<file path="src/rtl/flag_ctrl.sv">
// -----------------------------------------------------------------------------
// flag_ctrl
//
// Controller for the four-bit flag register bank {C,V,N,Z}. It does three jobs:
//   * merges a per-flag ALU mask into one write enable / write data pair,
//   * saves flags on a small hardware stack (push) and restores them (pop)
//     through a one-cycle RESTORE state,
//   * optionally evaluates branch conditions against the architectural flags.
// The flag register itself lives outside this block and has its own reset.
//
// Configuration macro:
//   FLAG_CTRL_COND_EN  defined   -> condition evaluator present
//                      undefined -> cond_done / cond_taken tied to 0,
//                                   cond_valid / cond_code ignored
//
// Parameters:
//   STACK_DEPTH  number of saved flag entries (power of two, 2..16)
//   PTR_W        log2(STACK_DEPTH)
//
// Ports:
//   clk          system clock, all state on rising edge
//   rst_n        synchronous active-low reset
//   alu_valid    ALU result flags valid this cycle
//   alu_mask     per-flag update mask {C,V,N,Z}, 1 = take alu_flags bit
//   alu_flags    new flags {C,V,N,Z} from the ALU
//   push         save current flags on the stack
//   pop          restore the most recently saved flags
//   cond_valid   branch condition evaluation request
//   cond_code    condition selector
//   flags_q      current flag register outputs {C,V,N,Z}
//   flag_we      write enable to the flag register
//   flag_d       write data to the flag register {C,V,N,Z}
//   busy         restore in progress, no requests accepted
//   stack_empty  no saved entries
//   stack_full   STACK_DEPTH entries saved
//   stack_err    sticky error flag (cleared only by reset)
//   cond_done    one-cycle pulse, cond_taken valid
//   cond_taken   condition result
// -----------------------------------------------------------------------------
module flag_ctrl #(
  parameter int STACK_DEPTH = 4,
  parameter int PTR_W       = 2
) (
  input  logic       clk,
  input  logic       rst_n,
  input  logic       alu_valid,
  input  logic [3:0] alu_mask,
  input  logic [3:0] alu_flags,
  input  logic       push,
  input  logic       pop,
  input  logic       cond_valid,
  input  logic [2:0] cond_code,
  input  logic [3:0] flags_q,
  output logic       flag_we,
  output logic [3:0] flag_d,
  output logic       busy,
  output logic       stack_empty,
  output logic       stack_full,
  output logic       stack_err,
  output logic       cond_done,
  output logic       cond_taken
);

  localparam logic [PTR_W:0] DEPTH_C = (PTR_W+1)'(STACK_DEPTH);

  typedef enum logic {
    IDLE    = 1'b0,
    RESTORE = 1'b1
  } state_e;

  state_e         state_q, state_d;
  logic [PTR_W:0] sp_q, sp_d;
  logic [PTR_W:0] sp_m1;
  logic [3:0]     stack_q [STACK_DEPTH];
  logic [3:0]     hold_q;
  logic           err_q, err_d;

  logic           do_push;
  logic           do_pop;
  logic           do_alu;
  logic           err_req;

  // Bitwise merge: masked bits come from the ALU, the rest keep their value.
  function automatic logic [3:0] merge_flags(input logic [3:0] mask,
                                             input logic [3:0] newf,
                                             input logic [3:0] oldf);
    return (mask & newf) | (~mask & oldf);
  endfunction

  assign stack_empty = (sp_q == '0);
  assign stack_full  = (sp_q == DEPTH_C);
  assign stack_err   = err_q;
  assign sp_m1       = sp_q - 1'b1;

  // Request decode. Every illegal request is flagged and otherwise ignored;
  // an ALU update is dropped whenever pop is asserted (pop has priority).
  always_comb begin
    do_push = 1'b0;
    do_pop  = 1'b0;
    do_alu  = 1'b0;
    err_req = 1'b0;
    if (state_q == RESTORE) begin
      err_req = alu_valid | push | pop;
    end else begin
      if (push && pop) begin
        err_req = 1'b1;
      end else if (push) begin
        if (stack_full) err_req = 1'b1;
        else            do_push = 1'b1;
      end else if (pop) begin
        if (stack_empty) err_req = 1'b1;
        else             do_pop  = 1'b1;
      end
      do_alu = alu_valid && !pop;
    end
  end

  // FSM: state register
  always_ff @(posedge clk) begin
    if (!rst_n) begin
      state_q <= IDLE;
    end else begin
      state_q <= state_d;
    end
  end

  // FSM: next-state logic
  always_comb begin
    state_d = state_q;
    case (state_q)
      IDLE:    if (do_pop) state_d = RESTORE;
      RESTORE: state_d = IDLE;
      default: state_d = IDLE;
    endcase
  end

  // FSM: outputs. Write enable and busy are forced low while reset is held.
  always_comb begin
    flag_we = 1'b0;
    flag_d  = 4'b0000;
    busy    = 1'b0;
    if (rst_n) begin
      case (state_q)
        RESTORE: begin
          flag_we = 1'b1;
          flag_d  = hold_q;
          busy    = 1'b1;
        end
        default: begin
          if (do_alu) begin
            flag_we = 1'b1;
            flag_d  = merge_flags(alu_mask, alu_flags, flags_q);
          end
        end
      endcase
    end
  end

  // Stack pointer and sticky error
  always_comb begin
    sp_d  = sp_q;
    err_d = err_q | err_req;
    if (do_push)     sp_d = sp_q + 1'b1;
    else if (do_pop) sp_d = sp_m1;
  end

  always_ff @(posedge clk) begin
    if (!rst_n) begin
      sp_q  <= '0;
      err_q <= 1'b0;
    end else begin
      sp_q  <= sp_d;
      err_q <= err_d;
    end
  end

  // Stack storage and restore holding register carry no reset; a reset cycle
  // must not write them, so a reset arriving mid-restore leaves the stack intact.
  always_ff @(posedge clk) begin
    if (rst_n && do_push) begin
      stack_q[sp_q[PTR_W-1:0]] <= flags_q;
    end
  end

  always_ff @(posedge clk) begin
    if (rst_n && do_pop) begin
      hold_q <= stack_q[sp_m1[PTR_W-1:0]];
    end
  end

`ifdef FLAG_CTRL_COND_EN
  logic cond_done_q, cond_done_d;
  logic cond_taken_q, cond_taken_d;

  // Flag order is {C,V,N,Z}.
  function automatic logic cond_eval(input logic [2:0] code,
                                     input logic [3:0] f);
    logic c, v, n, z;
    c = f[3];
    v = f[2];
    n = f[1];
    z = f[0];
    case (code)
      3'b000:  return 1'b1;
      3'b001:  return z;
      3'b010:  return !z;
      3'b011:  return c;
      3'b100:  return !c;
      3'b101:  return n;
      3'b110:  return v;
      default: return n ^ v;
    endcase
  endfunction

  // Evaluation is independent of busy; the result holds between requests.
  always_comb begin
    cond_done_d  = cond_valid;
    cond_taken_d = cond_taken_q;
    if (cond_valid) cond_taken_d = cond_eval(cond_code, flags_q);
  end

  always_ff @(posedge clk) begin
    if (!rst_n) begin
      cond_done_q  <= 1'b0;
      cond_taken_q <= 1'b0;
    end else begin
      cond_done_q  <= cond_done_d;
      cond_taken_q <= cond_taken_d;
    end
  end

  assign cond_done  = cond_done_q;
  assign cond_taken = cond_taken_q;
`else
  logic unused_cond;
  assign unused_cond = ^{cond_valid, cond_code};
  assign cond_done   = 1'b0;
  assign cond_taken  = 1'b0;
`endif

endmodule
</file>
<file path="config.mk">
export PLATFORM = sky130hd
export DESIGN_NAME = flag_ctrl
export DESIGN_NICKNAME = d
export VERILOG_FILES = /design/src/rtl/flag_ctrl.sv
export SDC_FILE = /design/constraint.sdc
export NUM_CORES = 1
export LEC_CHECK = 0
export BUFFER_PORTS_ARGS = -buffer_cell sky130_fd_sc_hd__buf_2
export CAP_MARGIN = 20
export CORE_MARGIN = 2
export CORE_UTILIZATION = 55
export DETAILED_ROUTE_END_ITERATION = 10
export PLACE_DENSITY_LB_ADDON = 0.12
export SYNTH_ARGS = -nofsm -noshare
export SYNTH_HDL_FRONTEND = slang
export SYNTH_SLANG_ARGS = --single-unit
</file>
<file path="constraint.sdc">
create_clock -name clk -period 3.7 [get_ports clk]
set_clock_uncertainty 0.05 [all_clocks]
set_input_delay 0.37 -clock clk [delete_from_list [all_inputs] [get_ports clk]]
set_output_delay 0.37 -clock clk [all_outputs]
set_load 0.005 [all_outputs]
</file>
==> metrics.md <==
| Metric | Value |
|---|---|
| Synth async-reset ratio | `0%` |
| FP Rows | `16` |
| Placer Congestion | `0.694` |
| RSZ-0062 raised after global routing | `false` |
| Sequential cell area | `701 µm²` |
| Most common cell after layout, fill and taps aside | `buf_2` |
| Maxcap violations | `0` |
| Crit. End Element | `flop` |
| Commonest non-fill, non-tap cells in the layout | `buf_2, edfxtp_1, and2_1` |
| Routed Antenna Nets | `0` |
| I/O pin total | `32` |
| CTS Hold Bufs | `0` |
| Die W | `50.7 µm` |
| Syn avg cell area | `14.6 µm²` |
| Primary FF master, synth | `edfxtp_1` |
| Synth unique cells | `32` |
| Max H-tree Level | `1` |
| DP Area | `about 1300 µm²` |
| Footprint of the multi-input gates | `469 µm²` |
| Vias | `729` |
| Root buffer cell | `clkbuf_4` |
| Layout Nets | `around 130` |
| Sequential power share | `60.2%` |
| Outcome | `finished, final reports clean` |
| Clock latency on the worst-skew pair | `roughly 0.32 ns` |
| Pin count of the biggest net entering global routing | `16` |
| Clock sinks | `25` |
| Worst path required time | `3.69 ns` |
| Worst setup SP type | `flop` |
| DR iter-0 viols | `12` |
| Yosys warnings | `0` |
| Post-CTS setup buffers | `0` |
| Critical path data arrival time | `2.17 ns` |
| CTS clock-pin slew for the worst setup and hold paths | `0.14 ns` |
| Area delta synth->final | `13.7%` |
| CTS tree | `done` |
| Top routing layer used | `met4` |
| Kind of critical path | `flop to flop` |
| Total CTS buffers | `3` |
| Crit share post-route | `58.8%` |
| Pwr dens | `396 nW/µm²` |
| Port bufs | `25` |
| Share of post-route cells with drive strength above 1 | `36.4%` |
| Clock power share | `23.1%` |
| CTS max path bufs | `2` |
| Antenna cells | `0` |
| First-pass GRT wire length | `3.14 mm` |
| Length of routed met3 wiring | `140 µm` |
| Crit Path Max Fanout | `9` |
| Top post-synthesis cells by area | `edfxtp_1, dfxtp_1, mux4_2` |
| Post-synthesis sequential area ratio | `58.3%` |
| Drt drc | `0` |
| Setup tns final | `0 ns` |
| Static Leak | `0.000538 µW` |
| Final-report max-slew violation count | `0` |
| Internal power | `404 µW` |
| Gate power share | `16.7%` |
| Final instance area | `1370 µm²` |
| Mapped Cells | `82` |
| PostCTS Resize Cnt | `0` |
| DP Wirelength | `1.43 mm` |
| Via/cell ratio | `5.44` |
| Sw frac | `25.2%` |
| WL met2 | `812 µm` |
| Yosys top cell area share | `50.0%` |
| Core footprint | `about 2000 µm²` |
| Wire length per cell | `between 10 and 15 µm` |
| Final setup violation count | `0` |
| DIE AREA | `2570 µm²` |
| Starting Density | `60.0%` |
| Total Wirelength | `1.86 mm` |
| Number of flops mapped to enable cells by yosys | `20` |
| Hold Crit Class | `input port to flop` |
| Total GRT Usage | `17.0%` |
| Total congestion overflow | `0` |
| Vias in the first global route | `689` |
| Yosys top cell by area | `edfxtp_1` |
| Final Hold Vio Count | `0` |
| Mapped cell area | `1200 µm²` |
| Max VDD drop | `between 0.3 and 0.4 mV` |
| Final min period | `2.18 ns` |
| Achievable frequency | `roughly 460 MHz` |
| Switching power | `136 µW` |
| DIE HEIGHT | `50.7 µm` |
| Antenna violations before repair | `0` |
| Fin util | `68.3%` |
| Drt first pass iters | `4` |
| Synth Register Bits | `25` |
| Fillcell total | `approximately 150` |
| Metal-1 WL | `886 µm` |
| Hold slack | `approximately 0.22 ns` |
==> layout make-up <==
type                       instances  share of cell area (%)
clock buffer                       3                    1.65
sequential                        25                    51.3
multi-input combinational         51                    34.3
tap                               27                    2.47
timing repair buffer              25                    9.16
clock inverter                     1                   0.549
inverter                           2                   0.549
==> worst paths after layout <==
kind | from | end | slack, ns | depth (start not counted)
min reg2reg | sp_q[2]$_SDFFE_PN0P_ | sp_q[2]$_SDFFE_PN0P_ | 0.49 | 2
max reg2reg | sp_q[0]$_SDFFE_PN0P_ | hold_q[1]$_DFFE_PP_ | 1.52 | 5
max | sp_q[0]$_SDFFE_PN0P_ | hold_q[1]$_DFFE_PP_ | 1.52 | 5
min | flags_q[1] | stack_q[0][1]$_DFFE_PP_ | 0.22 | 1
==> synth_stat cells, types with 2 or more instances <==
master / number
edfxtp_1: 20
ha_1: 5
o2bb2ai_1: 4
mux4_2: 4
o21a_1: 2
buf_4: 2
inv_1: 2
dfxtp_1: 5
a211oi_1: 2
o21ai_0: 3
mux2i_1: 5
and2_1: 7
clkbuf_1: 2
==> flip-flops by register name (all words and copies together) (netlist names) <==
signal,flops
state_q,1
hold_q,4
stack_q,16
sp_q,3
stack_err,1
==> per-stage QoR <==
| step | setup slack [ns] | power, µW | std cells |
|---|---|---|---|
| 2_1_floorplan | 1.80 | 393 | 83 |
| 3_3_place_gp | 1.52 | 419 | 130 |
| 3_5_place_dp | 1.51 | 423 | 130 |
| 4_1_cts | 1.49 | 541 | 134 |
| 5_1_grt | 1.36 | 562 | 134 |
| 6_report | 1.52 | 541 | 134 |
==> power by group through the flow <==
stage / sequential [µW] / clock, µW / combinational (µW)
6_report: 325 / 125 / 90.2
5_1_grt: 328 / 133 / 101
4_1_cts: 326 / 124 / 91.2
3_5_place_dp: 332 / 0 / 90.7
3_3_place_gp: 332 / 0 / 87.6
2_1_floorplan: 327 / 0 / 65.5
==> metal layers <==
metal  vias to the layer above  GRT usage (%)
met2                        31           26.1
li1                        356              -
met5                         -              0
met3                         2           3.57
met4                         0           5.41
met1                       340           24.3
==> cells by family (layout without fill, tap and decap cells) <==
kind of cell,Yosys count,in the layout,synth area share (%)
adders and majority gates,5,5,5.21
DFF,25,25,58.3
other,1,2,0.312
buffers and inverters,7,31,2.92
muxes,10,10,12.6
and+or+nand+nor,20,20,12.3
AOI/OAI and AO/OA,14,14,8.33
==> worst max-delay path, stage by stage (launching register included) <==
cell and delay [ns]:
dfxtp_1 0.60, inv_1 0.15, ha_1 0.26, nor2b_2 0.19, nor4b_4 0.36, and2_1 0.28
Power figures use the tool's default switching activity.
